### src/rtl/fifo_flex.sv
// Parametrised single-clock synchronous FIFO with arbitrary depth, registered or
// first-word-fall-through read, programmable thresholds, sticky error flags and peak watermark.
module fifo_flex #(
  parameter int FW   = 512,
  parameter int FD   = 4,
  parameter int CW   = $clog2(FD + 1),
  parameter int FWFT = 0,
  parameter int AFT  = FD - 1,
  parameter int AET  = 1
) (
  input  logic          clk,
  input  logic          reset,
  input  logic          ffbwreq,
  input  logic          ffbrreq,
  input  logic [FW-1:0] ffbdi,
  input  logic          errclr,
  output logic [FW-1:0] ffbdo,
  output logic          ffbvalid,
  output logic          ffbempty,
  output logic          ffbfull,
  output logic          ffbafull,
  output logic          ffbaempty,
  output logic [CW-1:0] ffbvcnt,
  output logic          ffbovf,
  output logic          ffbudf,
  output logic [CW-1:0] ffbpeak
);

  localparam int AW = (FD > 1) ? $clog2(FD) : 1;
  localparam logic [CW-1:0] PTR_LAST = CW'(FD - 1);

  logic [FW-1:0] mem [0:FD-1];
  logic [CW-1:0] wptr;
  logic [CW-1:0] rptr;
  logic [CW-1:0] vcnt;
  logic [CW-1:0] vcnt_nxt;
  logic [CW-1:0] peak;
  logic [CW-1:0] peak_nxt;
  logic          ovf;
  logic          udf;
  logic          wacc;
  logic          racc;

  assign ffbempty  = (vcnt == '0);
  assign ffbfull   = (vcnt == CW'(FD));
  assign ffbafull  = (vcnt >= CW'(AFT));
  assign ffbaempty = (vcnt <= CW'(AET));
  assign ffbvcnt   = vcnt;
  assign ffbovf    = ovf;
  assign ffbudf    = udf;
  assign ffbpeak   = peak;

  // A write while full is dropped even when a read frees a slot in the same cycle.
  assign wacc = ffbwreq & ~ffbfull;
  assign racc = ffbrreq & ~ffbempty;

  always_comb begin
    vcnt_nxt = vcnt;
    case ({wacc, racc})
      2'b10:   vcnt_nxt = vcnt + 1'b1;
      2'b01:   vcnt_nxt = vcnt - 1'b1;
      default: vcnt_nxt = vcnt;
    endcase
    peak_nxt = (vcnt_nxt > peak) ? vcnt_nxt : peak;
  end

  always_ff @(posedge clk) begin
    if (!reset && wacc) begin
      mem[wptr[AW-1:0]] <= ffbdi;
    end
  end

  // Pointers wrap explicitly at FD-1 so non-power-of-two depths work.
  always_ff @(posedge clk) begin
    if (reset) begin
      wptr <= '0;
      rptr <= '0;
      vcnt <= '0;
    end else begin
      if (wacc) wptr <= (wptr == PTR_LAST) ? '0 : wptr + 1'b1;
      if (racc) rptr <= (rptr == PTR_LAST) ? '0 : rptr + 1'b1;
      vcnt <= vcnt_nxt;
    end
  end

  // A set event coinciding with errclr keeps the flag set.
  always_ff @(posedge clk) begin
    if (reset) begin
      ovf  <= 1'b0;
      udf  <= 1'b0;
      peak <= '0;
    end else if (errclr) begin
      ovf  <= ffbwreq & ffbfull;
      udf  <= ffbrreq & ffbempty;
      peak <= vcnt_nxt;
    end else begin
      ovf  <= ovf | (ffbwreq & ffbfull);
      udf  <= udf | (ffbrreq & ffbempty);
      peak <= peak_nxt;
    end
  end

  generate
    if (FWFT != 0) begin : g_fwft
      assign ffbdo    = mem[rptr[AW-1:0]];
      assign ffbvalid = ~ffbempty;
    end else begin : g_regrd
      logic [FW-1:0] dout_q;
      logic          valid_q;

      always_ff @(posedge clk) begin
        if (reset) begin
          dout_q  <= '0;
          valid_q <= 1'b0;
        end else begin
          valid_q <= racc;
          if (racc) dout_q <= mem[rptr[AW-1:0]];
        end
      end

      assign ffbdo    = dout_q;
      assign ffbvalid = valid_q;
    end
  endgenerate

`ifndef SYNTHESIS
  always_ff @(posedge clk) begin
    if (!reset && ffbwreq && ffbfull) $warning("fifo_flex: write request while full, data dropped");
    if (!reset && ffbrreq && ffbempty) $warning("fifo_flex: read request while empty, ignored");
  end
`endif

endmodule

### config.mk
export PLATFORM = sky130hd
export DESIGN_NAME = fifo_flex
export DESIGN_NICKNAME = d
export VERILOG_FILES = /design/src/rtl/fifo_flex.sv
export SDC_FILE = /design/constraint.sdc
export NUM_CORES = 2
export LEC_CHECK = 0
export CORE_MARGIN = 2
export CORE_UTILIZATION = 50
export CTS_CLUSTER_SIZE = 16
export DETAILED_ROUTE_END_ITERATION = 16
export GPL_ROUTABILITY_DRIVEN = 0
export PLACE_DENSITY = 0.72
export SLEW_MARGIN = 20
export SYNTH_ARGS = -nofsm -noshare
export SYNTH_HDL_FRONTEND = slang
export SYNTH_SLANG_ARGS = --single-unit
### constraint.sdc
create_clock -name clk -period 46.1 [get_ports clk]
set_clock_uncertainty 0.2 [all_clocks]
set_input_delay 9.22 -clock clk [delete_from_list [all_inputs] [get_ports clk]]
set_output_delay 9.22 -clock clk [all_outputs]
set_load 0.05 [all_outputs]
Yosys cells after proc, flatten, opt, wreduce, memory -nomap -nowiden. Memory sizes are Yosys's and may differ from the RTL's. A register that Yosys moved wholly into a read port is not among the register bits. Cells that the tools add are included.

Add/subtract/negate cells: 4. Magnitude comparators: 3. Equality and inequality tests: 5. Mux-type cells: 9. Bitwise logic cells: 8. Reductions and logical operators: 4.

Operators by type and width (count): 2-to-1 mux 3 bit (4); adder 3 x 1 -> 3 bit, second input constant (3); == test 3 x 2 -> 1 bit, second input constant (2); case mux 3 bit (2 select lines) (1); bitwise AND 1 bit (4); 2-to-1 mux 1 bit (4); == test 3 bit, second input constant (1); >= comparator 3 x 2 -> 1 bit, second input constant (1); > comparator 3 bit (1); <= comparator 3 x 1 -> 1 bit, second input constant (1); logical NOT 3 bit (1); subtractor 3 x 1 -> 3 bit, second input constant (1); == test 2 x 1 -> 1 bit, second input constant (1); == test 2 bit, second input constant (1); inverter 1 bit (2); bitwise OR 1 bit (2); nonzero test 2 bit (1); logical AND 1 bit (1); logical NOT 1 bit (1).

Register bits after elaboration: 15. Bits in writable memories: 2048. Bits of input ports: 517. Output and inout port bits: 525. Logic and storage cells: 41. Memories kept: 1.

Memory list: mem (words 4, bits a word 512, read ports 1, clocked after Yosys merged registers in 1, write ports 1, RTL line 32) `logic [FW-1:0] mem [0:FD-1];`.

Depth between registers and ports, before layout.
Word-level depth: 8. Gate-level depth with buffers: 17. Depth with buffers taken out: 14.

Least setup slack after synthesis. OpenSTA, ideal clock, no wires.

Kind: in2reg. Start point: input reset. End point: memory mem[0][0], enable pin. Library setup time: 0.946 ns. Data arrival time: 21.319 ns. Data required time: 44.954 ns. Setup slack: 23.635 ns. Cell stages on the path: 4. Path buffers: 2. Path through: clkbuf_1 > clkbuf_1 > nor2_1 > and2_1.

Cells in the longest elaborated chain, start to end: 4.

Ends and longest elaborated chain: start: declaration (RTL line 12) `input logic reset,`; logical NOT 1 bit (RTL line 68) `if (!reset && wacc) begin`; logical AND 1 bit (RTL line 68); 2-to-1 mux 1 bit (RTL line 68); 2-to-1 mux 1 bit (not written as such) (RTL line 69) `mem[wptr[AW-1:0]] <= ffbdi;`; end: declaration (RTL line 32).

No other way between the ends.

Worst setup path in the final report.
Start point: input ffbwreq. End point: memory mem[2][49], enable pin.

Cells in the longest elaborated chain, start to end: 4.

Ends and longest elaborated chain: start: declaration (RTL line 13) `input logic ffbwreq,`; bitwise AND 1 bit (RTL line 54) `assign wacc = ffbwreq & ~ffbfull;`; logical AND 1 bit (RTL line 68); 2-to-1 mux 1 bit (RTL line 68); 2-to-1 mux 1 bit (not written as such) (RTL line 69).

No other way between the ends.

==> reports/results.txt <==
max_slew headroom: 0.156
PwrDens: 46.2 nW/um^2
required time of the critical path: 46.42 ns
post-place setup slack: 30.35 ns
Total Wirelength: 225 mm
synthesized area per cell: 18.5 um^2
area share of fa/ha/maj cells after synthesis: 0.00203
multiplexer share of the synthesized area: 0.125
startpoint kind of the worst setup timing path: input port
endpoint arrival time on the critical path: 15.04 ns
TritonCTS buffer count: 275
global-route usage over all layers: 0.234
depth of the CTS H-tree: 5
number of warnings printed during yosys synthesis: 0
fraction of post-synthesis cell area in the top cell type by area: 0.666
CTS tree: yes
kind of end point of the critical path: flop
horizontal extent of the die: 434 um
post-detail-place hpwl: 134 mm
number of optimization iterations in the first detailed-route pass: 5
pin count of the biggest net entering global routing: 163
via count of the first global-routing pass: 49400
minimum period implied by the final worst setup slack: 14.72 ns
most used standard cell by instance count after synthesis: sky130_fd_sc_hd__edfxtp_1
post-synthesis compound-gate area fraction: 0.0293
setup_tns: 0 ns
area growth from synthesis to final layout: 23.0%
register bit total from synthesis: 2575
initial antenna violation count: 97
WL/cell: 25.4 um
number of hold buffers added after cts: 0
number of clock sinks: 2575
number of flops mapped to enable cells by yosys: 2048
highest net fanout along the worst path: 61
peak supply drop: 0.0000354 V
hold path cells: 2
Cell Rows: 157
max-capacitance violation count: 0
global-route wire length before repair: 323 mm
count of pins over their slew limit: 0
static leakage: 35.5 nW
Buffers on Ports: 1041
portion of the clock cycle consumed by the worst path in the final layout: 0.319
Post-synth top flop: sky130_fd_sc_hd__edfxtp_1
setup fix buffers added after clock tree synthesis: 0
DRC violation count after routing: 0
overflow left after global routing: 0
type of the worst setup path: input port to flop
top cells by area, synth: sky130_fd_sc_hd__edfxtp_1 (67%), sky130_fd_sc_hd__mux4_2 (12%), sky130_fd_sc_hd__dfxtp_1 (11%)
Antenna Nets Post-Route: 0
number of vias per cell: 5.56
Setup WS post-layout: 31.38 ns
chip height: 434 um
synthesized-area fraction occupied by and/or/nand/nor cells: 0.0436
detailed-route via count: 49000
number of design-rule violations left by the first detailed-router iteration: 4110
cell area after synthesis: 92300 um^2
share of post-route cells with drive strength above 1: 0.154
net count after synthesis: 5532
Hold Worst Slack: 0.236 ns
logic depth of the worst register-to-register path: 11
number of nets in the layout: 6622
outcome: complete, no violations
largest family of logic cells by synthesized area: multiplexers
async set or reset register ratio after synthesis: 0
max frequency: 67.9 MHz
Worst Max-Slew Pin Slew: 1.27 ns
die outline area: 188000 um^2
Floorplan Core Area: 183000 um^2
Final Hold Viols: 0
number of top-level pins: 1042
initial core utilization: 0.504
number of standard cells after synthesis: 5000
count of cell types in the netlist: 30
leading cell types by count after synthesis: sky130_fd_sc_hd__edfxtp_1 (2048), sky130_fd_sc_hd__nand2_1 (1033), sky130_fd_sc_hd__dfxtp_1 (527)
library cell occupying the most area in the post-synthesis netlist: sky130_fd_sc_hd__edfxtp_1
Clk pin slew, worst setup/hold paths: 0.06 ns
CTS root buf: sky130_fd_sc_hd__clkbuf_16
register area share after synthesis: 0.781
post-CTS resize count: 0
parity-gate share of the synthesized area counting xor and xnor cells: 0
final setup violation count: 0
Clk Latency, worst-skew pair: 0.90 ns
worst min-delay path category: flop to flop
clk buf depth: 4
unrepaired setup endpoints after global routing: false
## sequential cells by signal, indices dropped and copies added, names as in the netlist
name	count
ffbudf	1
ffbdo	512
wptr	3
ffbvcnt	3
rptr	3
mem	2048
ffbvalid	1
ffbovf	1
ffbpeak	3
## cell families (layout without fill, tap and decap cells)
logic type,after synthesis,in the layout
flip-flops,2575,2575
adder cells (fa/ha/maj),15,15
other,0,71
buffers and inverters,302,1593
AND/OR/NAND/NOR,1060,1060
AO/OA/AOI/OAI,535,535
multiplexers,513,513
## path summary, 6_finish.rpt
path | from | end | slack (ns)
min reg2reg | rptr[2]$_SDFFE_PP0N_ | rptr[2]$_SDFFE_PP0N_ | 0.24
min | rptr[2]$_SDFFE_PP0N_ | rptr[2]$_SDFFE_PP0N_ | 0.24
max reg2reg | ffbvcnt[0]$_SDFF_PP0_ | mem[2][49]$_DFFE_PP_ | 39.03
max | ffbwreq | mem[2][49]$_DFFE_PP_ | 31.38
## cell usage in the layout (no fill, tap or decap), drive strengths merged, types with 61 or more instances in the layout
| master | netlist | layout |
|---|---|---|
| a21oi | 523 | 523 |
| buf | 216 | 61 |
| clkbuf | 72 | 387 |
| clkdlybuf4s50 | 0 | 1040 |
| clkinv | 0 | 69 |
| dfxtp | 527 | 527 |
| diode | 0 | 71 |
| edfxtp | 2048 | 2048 |
| mux4 | 512 | 512 |
| nand2 | 1033 | 1033 |
## layer usage
layer  wire length [um]  global-route usage
met2             112000               0.380
met3              14500              0.0478
met4              14000               0.149
met1              83700               0.289
met5                236                   0
## power breakdown
group	total [mW]	switching (mW)	internal, mW	leakage [nW]
Sequential	2.62	0.0333	2.59	22.9
Combinational	0.509	0.314	0.195	8.33
Clock	2.12	0.855	1.26	4.27
## critical path, stage by stage
cell and delay (ns):
sky130_fd_sc_hd__clkdlybuf4s50_1 0.49, sky130_fd_sc_hd__nand2b_1 0.14, sky130_fd_sc_hd__nor2_1 0.25, sky130_fd_sc_hd__and2_4 0.81, sky130_fd_sc_hd__buf_4 0.71, sky130_fd_sc_hd__buf_4 0.73
sky130_fd_sc_hd__buf_4 0.84, sky130_fd_sc_hd__buf_4 0.75, sky130_fd_sc_hd__buf_4 0.80
## final cells by class
cell class,count,area [um^2]
well taps,2464,3080
diodes,71,178
clock inverters,91,786
inverters,14,60.1
multi-input cells,2123,18500
clock buffers,387,7900
fillers,12900,69700
repair buffers,1101,11000
flip-flops and latches,2575,72100
## stage by stage
stage	utilization	area [um^2]	total power, mW	cells
5_1_grt	0.620	114000	5.41	8818
3_3_place_gp	0.571	105000	3.17	8276
6_report	0.620	114000	5.25	8826
3_5_place_dp	0.571	105000	3.18	8276
4_1_cts	0.619	113000	5.29	8754
2_1_floorplan	-	92300	3.01	5000
No activity file was read; power rests on OpenSTA's default activity.
